[src/rtl/conv_window_3x3_pkg.sv]
// Shared types for the 3x3 window former: pixel, column and window containers plus FSM states.
package conv_pkg;

  localparam int PIXEL_W     = 8;
  localparam int IMAGE_MAX_W = 1920;

  typedef logic [PIXEL_W-1:0] pixel_t;
  typedef pixel_t [2:0]       column_t;
  typedef pixel_t [2:0][2:0]  window_t;

  typedef enum logic [1:0] {IDLE, PRIME, STREAM, FLUSH} window_state_t;

  // Builds a window indexed [row][col] from three columns, left to right.
  function automatic window_t make_window(column_t left, column_t mid, column_t right);
    window_t w;
    for (int r = 0; r < 3; r++) begin
      w[r][0] = left[r];
      w[r][1] = mid[r];
      w[r][2] = right[r];
    end
    return w;
  endfunction

endpackage

[src/rtl/conv_window_3x3_if.sv]
// Column-in / window-out stream bundle with valid/ready on both sides.
interface conv_window_3x3_if;
  import conv_pkg::*;

  logic    in_vld;
  logic    in_rdy;
  column_t in_col;
  logic    in_top_vld;
  logic    in_bot_vld;
  logic    in_sol;
  logic    in_eol;
  logic    out_vld;
  logic    out_rdy;
  window_t out_win;
  logic    out_sol;
  logic    out_eol;

  modport master (
    output in_vld, in_col, in_top_vld, in_bot_vld, in_sol, in_eol, out_rdy,
    input  in_rdy, out_vld, out_win, out_sol, out_eol
  );

  modport slave (
    input  in_vld, in_col, in_top_vld, in_bot_vld, in_sol, in_eol, out_rdy,
    output in_rdy, out_vld, out_win, out_sol, out_eol
  );

endinterface

[src/rtl/conv_window_3x3_pad.sv]
// Row-mask and edge-pad mux; CONV_WINDOW_REPLICATE_EN selects edge replication, otherwise zero padding.
module conv_window_pad
  import conv_pkg::*;
(
  input  column_t col,
  input  logic    top_vld,
  input  logic    bot_vld,
  input  column_t held,
  output column_t masked,
  output column_t lpad,
  output column_t rpad
);

`ifdef CONV_WINDOW_REPLICATE_EN
  localparam pixel_t FILL = '1;
`else
  localparam pixel_t FILL = '0;
`endif

  // FILL gates the padding source: all-ones replicates the neighbour, all-zeros forces zero.
  always_comb begin
    masked[0] = top_vld ? col[0] : (col[1] & FILL);
    masked[1] = col[1];
    masked[2] = bot_vld ? col[2] : (col[1] & FILL);
    for (int r = 0; r < 3; r++) begin
      lpad[r] = masked[r] & FILL;
      rpad[r] = held[r] & FILL;
    end
  end

endmodule

[src/rtl/conv_window_3x3.sv]
// 3x3 neighbourhood former with border padding (CONV_WINDOW_REPLICATE_EN selects replicate padding).
module conv_window_3x3 #(
  parameter int IMAGE_MAX_W = conv_pkg::IMAGE_MAX_W
) (
  input  logic                    clk,
  input  logic                    rst,
  conv_window_3x3_if.slave        strm,
  output logic                    err_o
);
  import conv_pkg::*;

  localparam int CNT_W = $clog2(IMAGE_MAX_W + 1);
  typedef logic [CNT_W-1:0] cnt_t;
  localparam cnt_t LAST_IDX = cnt_t'(IMAGE_MAX_W - 1);
  localparam cnt_t MAX_CNT  = cnt_t'(IMAGE_MAX_W);

  window_state_t state, state_nxt;
  column_t       c0, c1;
  column_t       col_m, lpad_col, rpad_col;
  logic          sol_pend;
  cnt_t          col_cnt, cur_idx;
  logic          stall_n, accept, count_en, at_last, line_end;
  logic          load_win, start_line, shift_en, err_set;
  window_t       win_nxt;
  logic          win_sol, win_eol;

  conv_window_pad u_pad (
    .col     (strm.in_col),
    .top_vld (strm.in_top_vld),
    .bot_vld (strm.in_bot_vld),
    .held    (c1),
    .masked  (col_m),
    .lpad    (lpad_col),
    .rpad    (rpad_col)
  );

  assign stall_n     = ~strm.out_vld | strm.out_rdy;
  assign strm.in_rdy = stall_n & (state != FLUSH);
  assign accept      = strm.in_vld & strm.in_rdy;

  // cur_idx is the position of the column being accepted; hitting the last slot forces a line end.
  assign cur_idx  = strm.in_sol ? '0 : col_cnt;
  assign count_en = accept & ((state != IDLE) | strm.in_sol);
  assign at_last  = (cur_idx == LAST_IDX);
  assign line_end = strm.in_eol | at_last;

  always_ff @(posedge clk) begin
    if (rst) state <= IDLE;
    else     state <= state_nxt;
  end

  always_comb begin
    state_nxt  = state;
    load_win   = 1'b0;
    start_line = 1'b0;
    shift_en   = 1'b0;
    err_set    = count_en & at_last & ~strm.in_eol;
    win_nxt    = make_window(c0, c1, col_m);
    win_sol    = sol_pend;
    win_eol    = 1'b0;
    case (state)
      IDLE: begin
        if (accept) begin
          if (strm.in_sol) begin
            start_line = 1'b1;
            state_nxt  = line_end ? FLUSH : PRIME;
          end else begin
            err_set = 1'b1;
          end
        end
      end
      PRIME, STREAM: begin
        if (accept) begin
          if (strm.in_sol) begin
            err_set    = 1'b1;
            start_line = 1'b1;
            state_nxt  = line_end ? FLUSH : PRIME;
          end else begin
            load_win  = 1'b1;
            shift_en  = 1'b1;
            state_nxt = line_end ? FLUSH : STREAM;
          end
        end
      end
      FLUSH: begin
        if (stall_n) begin
          load_win  = 1'b1;
          win_nxt   = make_window(c0, c1, rpad_col);
          win_eol   = 1'b1;
          state_nxt = IDLE;
        end
      end
      default: state_nxt = IDLE;
    endcase
  end

  // Output register, column shift registers, sol tracking and column counter.
  always_ff @(posedge clk) begin
    if (rst) begin
      strm.out_vld <= 1'b0;
      strm.out_sol <= 1'b0;
      strm.out_eol <= 1'b0;
      err_o        <= 1'b0;
      sol_pend     <= 1'b0;
      col_cnt      <= '0;
    end else begin
      if (err_set) err_o <= 1'b1;
      if (load_win) begin
        strm.out_vld <= 1'b1;
        strm.out_win <= win_nxt;
        strm.out_sol <= win_sol;
        strm.out_eol <= win_eol;
        sol_pend     <= 1'b0;
      end else if (strm.out_rdy) begin
        strm.out_vld <= 1'b0;
      end
      if (start_line) begin
        sol_pend <= 1'b1;
        c1       <= col_m;
        c0       <= lpad_col;
      end else if (shift_en) begin
        c0 <= c1;
        c1 <= col_m;
      end
      if (count_en) col_cnt <= (cur_idx == MAX_CNT) ? cur_idx : cnt_t'(cur_idx + 1'b1);
    end
  end

endmodule

[src/flat_wrapper.sv]
// flat-port wrapper written by rule: the top's interface ports become plain ports
module conv_window_3x3_flat import conv_pkg::*;
#(
  parameter int IMAGE_MAX_W = conv_pkg::IMAGE_MAX_W
)
  (clk, rst, err_o, strm_in_vld, strm_in_col, strm_in_top_vld, strm_in_bot_vld, strm_in_sol, strm_in_eol, strm_out_rdy, strm_in_rdy, strm_out_vld, strm_out_win, strm_out_sol, strm_out_eol);
  conv_window_3x3_if strm_i ();
  input  logic clk;
  input  logic rst;
  output logic err_o;
  input wire logic [$bits(strm_i.in_vld)-1:0] strm_in_vld;
  input wire logic [$bits(strm_i.in_col)-1:0] strm_in_col;
  input wire logic [$bits(strm_i.in_top_vld)-1:0] strm_in_top_vld;
  input wire logic [$bits(strm_i.in_bot_vld)-1:0] strm_in_bot_vld;
  input wire logic [$bits(strm_i.in_sol)-1:0] strm_in_sol;
  input wire logic [$bits(strm_i.in_eol)-1:0] strm_in_eol;
  input wire logic [$bits(strm_i.out_rdy)-1:0] strm_out_rdy;
  output wire logic [$bits(strm_i.in_rdy)-1:0] strm_in_rdy;
  output wire logic [$bits(strm_i.out_vld)-1:0] strm_out_vld;
  output wire logic [$bits(strm_i.out_win)-1:0] strm_out_win;
  output wire logic [$bits(strm_i.out_sol)-1:0] strm_out_sol;
  output wire logic [$bits(strm_i.out_eol)-1:0] strm_out_eol;
  assign strm_i.in_vld = strm_in_vld;
  assign strm_i.in_col = strm_in_col;
  assign strm_i.in_top_vld = strm_in_top_vld;
  assign strm_i.in_bot_vld = strm_in_bot_vld;
  assign strm_i.in_sol = strm_in_sol;
  assign strm_i.in_eol = strm_in_eol;
  assign strm_i.out_rdy = strm_out_rdy;
  assign strm_in_rdy = strm_i.in_rdy;
  assign strm_out_vld = strm_i.out_vld;
  assign strm_out_win = strm_i.out_win;
  assign strm_out_sol = strm_i.out_sol;
  assign strm_out_eol = strm_i.out_eol;
  conv_window_3x3 #(.IMAGE_MAX_W(IMAGE_MAX_W)) u_core (.clk(clk), .rst(rst), .strm(strm_i), .err_o(err_o));
endmodule
[config.mk]
export PLATFORM = sky130hd
export DESIGN_NAME = conv_window_3x3_flat
export DESIGN_NICKNAME = d
export VERILOG_FILES = /design/src/rtl/conv_window_3x3_pkg.sv /design/src/rtl/conv_window_3x3_if.sv /design/src/rtl/conv_window_3x3_pad.sv /design/src/rtl/conv_window_3x3.sv /design/src/flat_wrapper.sv
export SDC_FILE = /design/constraint.sdc
export NUM_CORES = 1
export LEC_CHECK = 0
export ABC_CLOCK_PERIOD_IN_PS = 4800
export CORE_UTILIZATION = 48
export CTS_BUF_LIST = sky130_fd_sc_hd__clkbuf_8
export DETAILED_ROUTE_END_ITERATION = 10
export GPL_ROUTABILITY_DRIVEN = 0
export HOLD_SLACK_MARGIN = 0.08
export PLACE_DENSITY = 0.87
export SLEW_MARGIN = 20
export SYNTH_ARGS = -nofsm -noshare
export SYNTH_HDL_FRONTEND = slang
export SYNTH_SLANG_ARGS = --single-unit
[constraint.sdc]
create_clock -name clk -period 4.8 [get_ports clk]
set_input_delay 0.48 -clock clk [delete_from_list [all_inputs] [get_ports clk]]
set_output_delay 0.48 -clock clk [all_outputs]
set_load 0.03 [all_outputs]
==> results.yml, run 1 <==
run_status:
  status: "finished clean"
placed_design:
  placed_area_mm2: 0.00652
  dp_hpwl_um: 6710
  port_buffers: 108
critical_path:
  r2r.worst_path.cells: 5
  rr_endpoint: "u_core.strm.out_win[15]"
  path_max_fanout: 72
  cpPeakStageDelay_ps: 680
  critical_path_arrival_ps: 2870
  worstReg2RegStart: "u_core.state[1]"
  required_ps: 4830
  end_kind: "flop"
  crit_slowest_cell: "buf_4"
  critPathTopFamily: "buffers and inverters"
  start_kind: "input port"
  cp.buffers_inverters: 2
  path_cells: "clkdlybuf4s50_1, nand2b_1, nand2_1, a21o_1, nor2_4, buf_4"
  r2r_setup_slack_ps: 2040
  crit_cells: 6
  criticalPathCategory: "input port to flop"
routing:
  wl_met1_um: 4260
  route.met2.wl_um: 4970
  finalWirelength_um: 9950
  firstDrtPassIters: 4
  highest_layer: "met4"
  drt-wirelength-per-cell_um: 16.6
  via_per_inst: 5.19
  detail-route-antenna-nets: 0
  drc: 0
  drtIter0Drc: 241
  vias: 3113
  wl_met3_um: 604
cells_and_area:
  final_core_util: 0.658
  stdcell_area_mm2: 0.00692
  syn_to_final_growth_pct: 30.9
  nNetsFinal: 488
  n_antenna_cell: 0
  layout-drive-gt1-share: 0.108
logic_synthesis:
  synthArstFlopShare: 0
  synth_top_area_cell: "edfxtp_1"
  syn_area_mm2: 0.00528
  synth_cell_type_count: 53
  syn_nets: 370
  synthCells: 333
  syn_area_per_cell_um2: 15.9
  synthTopCellsByCount: "edfxtp_1, and2_1, dfxtp_1"
  ys_seq_area_frac: 0.750
  synth_top_cell_area_share: 0.682
  yosysWarnings: 0
  netlist_top_cells_area: "edfxtp_1, and2_1, dfxtp_1, a21oi_1, ha_1"
  ys.flop_type: "edfxtp_1"
  synth_most_common_cell: "edfxtp_1"
  ys_seq_elements: 138
  synth_edf_count: 120
sta:
  grt_setup_unrepaired: "no"
  report.final.slew_viol_count: 0
  finalHoldViolations: 0
  setup_viol: 0
  fin_crit_sh: 0.591
  finalCriticalPeriod_ps: 2840
  slew_headroom: 0.361
  tns_ps: 0
  fin_skew_ps: 12.1
  holdWs_ps: 423
  worst_pin_slew_ps: 956
  fmax_ghz: 0.353
global_routing:
  antenna_found_initial: 0
  grt_max_degree: 73
  grt_first_pass_wirelength_um: 15200
  grt_overflow_total: 0
  grtUsageTotal: 0.181
  grt_pass1_vias: 2975
floorplanning:
  dieWidth_um: 107
  die_area_mm2: 0.0114
  die_h_um: 107
  start_util: 0.503
  pin_count: 109
  row_count: 37
  coreArea_mm2: 0.0105
worst_hold_path:
  worstHoldEndpoint: "u_core.strm.out_win[5]"
  min_path_type: "flop to flop"
  min-delay-start: "u_core.c0[5]"
  holdPathStages: 0
power:
  powerDensity_mw_per_mm2: 425
  p_leak_nw: 2.30
  peakVddDrop_uv: 224
clocking:
  path_clk_slew_ps: 80
  cts_max_level: 4
  cts_made_buffers: 17
  cts_hold_buf: 0
  cts_max_path_buffers: 2
  ctsRootBufferMaster: "clkbuf_8"
  clkLatencyLatePin_ps: 410
  cts_setup_buffers: 0
  cts_resized: 0
  cts_tree: "built"
  cts.sinks: 138
run:
  maxCapViolations: 0
==> through the flow <==
step	setup slack (ps)	power (W)	std cells
after floorplan	52.0	0.00185	333
after global placement	1630	0.00201	568
after detailed placement	1510	0.00204	568
after CTS	1970	0.00296	600
after global routing	1830	0.00305	600
final	1960	0.00294	600
==> final cells by class <==
| type | instances | area [µm²] |
|---|---|---|
| Multi-Input combinational cell | 174 | 1250 |
| Clock inverter | 15 | 165 |
| Sequential cell | 138 | 3960 |
| Inverter | 9 | 33.8 |
| Clock buffer | 17 | 234 |
| Fill cell | 708 | 3590 |
| Timing Repair Buffer | 111 | 1100 |
| Tap cell | 136 | 170 |
==> worst max path at each step <==
stage                          startpoint                       to
after global placement       strm_out_rdy   u_core.strm.out_win[0]
final                        strm_out_rdy  u_core.strm.out_win[15]
after floorplan           u_core.state[0]   u_core.strm.out_win[0]
after detailed placement     strm_out_rdy  u_core.strm.out_win[35]
after global routing         strm_out_rdy   u_core.strm.out_win[0]
after CTS                    strm_out_rdy  u_core.strm.out_win[31]
==> layer usage <==
| metal | vias up | global-route usage |
|---|---|---|
| met5 | - | 0 |
| met4 | 0 | 0.0675 |
| met3 | 11 | 0.0486 |
| met2 | 118 | 0.294 |
| met1 | 1500 | 0.232 |
| li1 | 1484 | - |
==> worst register-to-register path, cell delays in order, from the launching register on <==
cell and delay [ps]:
dfxtp_1 370, ha_1 300, nand2_1 510, a21o_1 370, nor2_4 80, buf_4 680
==> kinds of logic after synthesis <==
| group | synth area share |
|---|---|
| AO/OA/AOI/OAI | 0.0587 |
| multiplexers | 0.0118 |
| flip-flops | 0.750 |
| adder cells (fa/ha/maj) | 0.0118 |
| AND/OR/NAND/NOR | 0.151 |
| buffers and inverters | 0.0163 |
==> sequential cells by signal, indices dropped and copies added (netlist names) <==
name / flops
u_core.c0: 24
u_core.state: 2
u_core.strm.out_eol: 1
u_core.strm.out_vld: 1
u_core.c1: 24
u_core.err_o: 1
u_core.col_cnt: 11
u_core.strm.out_win: 72
u_core.strm.out_sol: 1
u_core.sol_pend: 1
==> layout by cell type, fill, tap and decap left out, drive strengths merged, types with 3 or more instances in the layout <==
master	n
nor2b	4
clkdlybuf4s50	108
edfxtp	120
nand3	5
inv	16
nor3b	3
a2111o	3
clkinv	3
or4b	3
nand2	7
or4	4
nor3	8
o211ai	4
dfxtp	18
clkinvlp	3
nor2	7
ha	5
clkbuf	17
o311ai	3
nor4	3
buf	3
a21oi	14
nand2b	7
mux2	4
and2	64
==> report_power, final <==
part	internal, W	leakage, nW	total [W]	switching [W]
Combinational	0.000203	0.851	0.000518	0.000316
Sequential	0.00145	1.25	0.00150	0.0000427
Clock	0.000473	0.196	0.000925	0.000453
Total	0.00213	2.30	0.00294	0.000811
No activity file was read; power rests on OpenSTA's default activity.
==> run 2: changes to the inputs <==
- ABC_CLOCK_PERIOD_IN_PS: 4800 -> 2400
- clock period: 4.8 -> 2.4 ns (I/O delays scaled with it)
==> results.yml, run 2 (synthesized netlist as in run 1, its figures left out) <==
global_routing:
  grt_overflow_total: 0
  grt_pass1_vias: 3184
  grtUsageTotal: 0.200
  antenna_found_initial: 0
  grt_first_pass_wirelength_um: 16800
  grt_max_degree: 49
floorplanning:
  pin_count: 109
  coreArea_mm2: 0.0105
  die_area_mm2: 0.0114
  die_h_um: 107
  dieWidth_um: 107
  row_count: 37
  start_util: 0.503
critical_path:
  crit_slowest_cell: "clkdlybuf4s50_1"
  criticalPathCategory: "flop to primary output"
  path_max_fanout: 6
  cpPeakStageDelay_ps: 600
  required_ps: 2160
  path_cells: "nor2b_1, nor2_1, clkdlybuf4s50_1"
  end_kind: "primary output"
  start_kind: "flop"
  critical_path_arrival_ps: 1840
clocking:
  path_clk_slew_ps: 90
  cts_resized: 0
  cts_hold_buf: 0
  clkLatencyLatePin_ps: 420
  cts_max_level: 4
  cts_tree: "built"
  cts_setup_buffers: 0
  cts_max_path_buffers: 2
  cts.sinks: 138
  cts_made_buffers: 17
  ctsRootBufferMaster: "clkbuf_8"
routing:
  route.met2.wl_um: 5470
  drtIter0Drc: 260
  firstDrtPassIters: 4
  wl_met1_um: 4430
  finalWirelength_um: 10700
  highest_layer: "met4"
  wl_met3_um: 551
  via_per_inst: 5.22
  vias: 3196
  detail-route-antenna-nets: 0
  drc: 0
  drt-wirelength-per-cell_um: 17.5
power:
  p_leak_nw: 2.39
  peakVddDrop_uv: 516
  powerDensity_mw_per_mm2: 856
sta:
  tns_ps: 0
  finalHoldViolations: 0
  grt_setup_unrepaired: "no"
  finalCriticalPeriod_ps: 2080
  setup_viol: 0
  fin_crit_sh: 0.869
  fin_ws_ps: 315
  fin_skew_ps: 11.9
  slew_headroom: 0.689
  holdWs_ps: 393
  fmax_ghz: 0.480
  worst_pin_slew_ps: 463
  report.final.slew_viol_count: 0
run:
  maxCapViolations: 0
cells_and_area:
  top_regs: "u_core.strm.out_win (72), u_core.c0 (24), u_core.c1 (24)"
  largest_reg_flops: 72
  layout-drive-gt1-share: 0.149
  final_core_util: 0.678
  fill_cells: 731
  n_antenna_cell: 0
  nNetsFinal: 500
  layout_commonest_cell: "edfxtp_1"
  final_cell_mix: "edfxtp_1, clkdlybuf4s50_1, and2_1"
  largest-register: "u_core.strm.out_win"
  stdcell_area_mm2: 0.00712
  syn_to_final_growth_pct: 34.8
placed_design:
  placed_area_mm2: 0.00671
  port_buffers: 108
  dp_hpwl_um: 7280
  preCtsSetupSlack_ps: 14.3
run_status:
  status: "finished clean"
worst_hold_path:
  min_path_type: "input port to flop"
run 2: area by class of cell:
cell class / count / area (µm²) / area share
clock buffers: 17 / 234 / 0.0329
clock inverters: 15 / 178 / 0.0250
inverters: 9 / 33.8 / 0.00474
multi-input cells: 174 / 1270 / 0.178
flip-flops and latches: 138 / 3970 / 0.557
well taps: 136 / 170 / 0.0239
repair buffers: 123 / 1270 / 0.178
run 2: critical path: cells and delay by family, from the launching register on:
kind,cells,cell delay (ps)
buffers and inverters,1,600
and+or+nand+nor,2,460
DFF,1,360
run 2: path summary, 6_finish.rpt:
kind	start	endpoint	slack, ps	cells after the start
worst max-delay path	u_core.strm.out_vld	strm_in_rdy	320	3
worst min-delay path	strm_in_col[10]	u_core.c1[10]	390	1
worst max register to register	u_core.state[0]	u_core.strm.out_win[12]	380	6
worst min register to register	u_core.c0[11]	u_core.strm.out_win[27]	420	0
run 2: power breakdown:
group / total [W] / switching [W] / internal (W)
Sequential: 0.00299 / 0.0000891 / 0.00290
Clock: 0.00194 / 0.000975 / 0.000968
Combinational: 0.00116 / 0.000670 / 0.000493
Total: 0.00610 / 0.00173 / 0.00436
run 2: layer usage:
metal / up-vias / GRT usage
li1: 1518 / -
met1: 1547 / 0.246
met2: 114 / 0.332
met3: 17 / 0.0529
met4: 0 / 0.0900
met5: - / 0
run 2: per-stage QoR:
stage / total power, W / instances
finish: 0.00610 / 612
global route: 0.00633 / 612
CTS: 0.00613 / 612
detailed placement: 0.00421 / 580
global placement: 0.00414 / 580
floorplan: 0.00375 / 333
==> run 3: changes to the inputs <==
--- a/config.mk
+++ b/config.mk
@@ -12,4 +12,5 @@
 export GPL_ROUTABILITY_DRIVEN = 0
 export HOLD_SLACK_MARGIN = 0.08
+export MAX_ROUTING_LAYER = met4
 export PLACE_DENSITY = 0.87
 export SLEW_MARGIN = 20
==> constraint.sdc (replaced) <==
create_clock -name clk -period 2.4 [get_ports clk]
set_input_delay 0.48 -clock clk [delete_from_list [all_inputs] [get_ports clk]]
set_output_delay 0.48 -clock clk [all_outputs]
set_load 0.03 [all_outputs]
==> results.yml, run 3 (synthesized netlist as in run 1, its figures left out) <==
critical_path:
  cpPeakStageDelay_ps: 690
  path_max_fanout: 2
  required_ps: 1920
  cp.buffers_inverters: 2
  path_common_cell: "clkdlybuf4s50_1"
  worstReg2RegStart: "u_core.col_cnt[1]"
  criticalPathCategory: "input port to primary output"
  crit_cells: 4
  crit_slowest_cell: "clkdlybuf4s50_1"
  crit_end: "strm_in_rdy"
  end_kind: "primary output"
  critPathTopFamily: "buffers and inverters"
  r2r.worst_path.cells: 8
  start_kind: "input port"
  r2r_setup_slack_ps: 510
  rr_endpoint: "u_core.col_cnt[3]"
  path_cells: "clkdlybuf4s50_1, nor2b_1, nor2_1, clkdlybuf4s50_1"
  critical_path.startpoint: "strm_out_rdy"
  critical_path_arrival_ps: 1840
floorplanning:
  pin_count: 109
  dieWidth_um: 107
  die_area_mm2: 0.0114
  die_h_um: 107
  coreArea_mm2: 0.0105
  start_util: 0.503
  row_count: 37
global_routing:
  grt_max_degree: 49
  grt_first_pass_wirelength_um: 16000
  grt_pass1_vias: 3204
  grtUsageTotal: 0.193
  grt_overflow_total: 0
  antenna_found_initial: 0
cells_and_area:
  top_regs: "u_core.strm.out_win (72), u_core.c0 (24), u_core.c1 (24)"
  final_cell_mix: "edfxtp_1, clkdlybuf4s50_1, and2_1"
  layout_commonest_cell: "edfxtp_1"
  nNetsFinal: 508
  syn_to_final_growth_pct: 35.5
  n_antenna_cell: 0
  largest_reg_flops: 72
  final_core_util: 0.681
  layout-drive-gt1-share: 0.165
  largest-register: "u_core.strm.out_win"
placed_design:
  dp_hpwl_um: 7010
  port_buffers: 108
clocking:
  cts_max_level: 4
  cts_tree: "built"
  cts_made_buffers: 17
  path_clk_slew_ps: 80
  cts.sinks: 138
  cts_resized: 0
  cts_max_path_buffers: 2
  cts_hold_buf: 0
  clkLatencyLatePin_ps: 410
  ctsRootBufferMaster: "clkbuf_8"
  cts_setup_buffers: 0
routing:
  drc: 0
  detail-route-antenna-nets: 0
  via_per_inst: 5.21
  finalWirelength_um: 10200
  drt-wirelength-per-cell_um: 16.4
  firstDrtPassIters: 4
  vias: 3232
  drtIter0Drc: 210
run_status:
  status: "finished clean"
sta:
  fin_skew_ps: 9.29
  slew_headroom: 0.679
  grt_setup_unrepaired: "no"
  fin_crit_sh: 0.966
  setup_viol: 0
  finalHoldViolations: 0
  fmax_ghz: 0.431
  finalCriticalPeriod_ps: 2320
  report.final.slew_viol_count: 0
  worst_pin_slew_ps: 479
power:
  p_leak_nw: 2.42
  power_w: 0.00602
  peakVddDrop_uv: 479
  powerDensity_mw_per_mm2: 841
worst_hold_path:
  min_path_type: "flop to flop"
run:
  maxCapViolations: 0
-- run 3: changes by cell type in the layout (fill, tap and decap cells not counted), sizes merged --
cell      previous run  this run
buf                 15        23
inv                 18        17
clkinvlp             2         3
-- run 3: routing by layer --
layer	global-route usage	part of all wire	vias up
met3	0.0511	0.057	21
li1	-	-	1530
met5	-	0	-
met2	0.311	0.50	128
met4	0.0969	0.026	0
met1	0.226	0.41	1553
-- run 3: stage by stage --
step / instances / setup WS [ps] / cell area (µm²) / setup TNS (ps) / hold WS [ps]
final: 620 / 80.7 / 7160 / 0 / 420
after global routing: 620 / 14.1 / 7160 / 0 / 426
after CTS: 620 / 66.8 / 7160 / 0 / 423
after detailed placement: 588 / -126 / 6760 / -434 / 405
after global placement: 588 / -18.8 / 6760 / -27.5 / 401
after floorplan: 333 / -162 / 5350 / -11630 / 400
-- run 3: cell type report --
type / instances / area (µm²)
Sequential cell: 138 / 3970
Fill cell: 715 / 3350
Timing Repair Buffer: 131 / 1300
Multi-Input combinational cell: 174 / 1280
Clock buffer: 17 / 234
Tap cell: 136 / 170
Clock inverter: 15 / 165
Inverter: 9 / 33.8
-- run 3: worst min-delay path by stage --
stage	from	cells past startpoint	to	slack (ps)
6_report	u_core.c0[15]	0	u_core.strm.out_win[31]	420
5_1_grt	u_core.c0[1]	0	u_core.strm.out_win[1]	430
4_1_cts	u_core.c0[1]	0	u_core.strm.out_win[1]	420
3_5_place_dp	u_core.c0[16]	0	u_core.strm.out_win[48]	400
3_3_place_gp	u_core.c0[7]	0	u_core.strm.out_win[7]	400
2_1_floorplan	u_core.c0[0]	0	u_core.strm.out_win[0]	400
-- run 3: where the power goes --
group / internal [W] / switching (W)
registers: 0.00290 / 0.0000811
logic: 0.000507 / 0.000662
clock network: 0.000948 / 0.000918
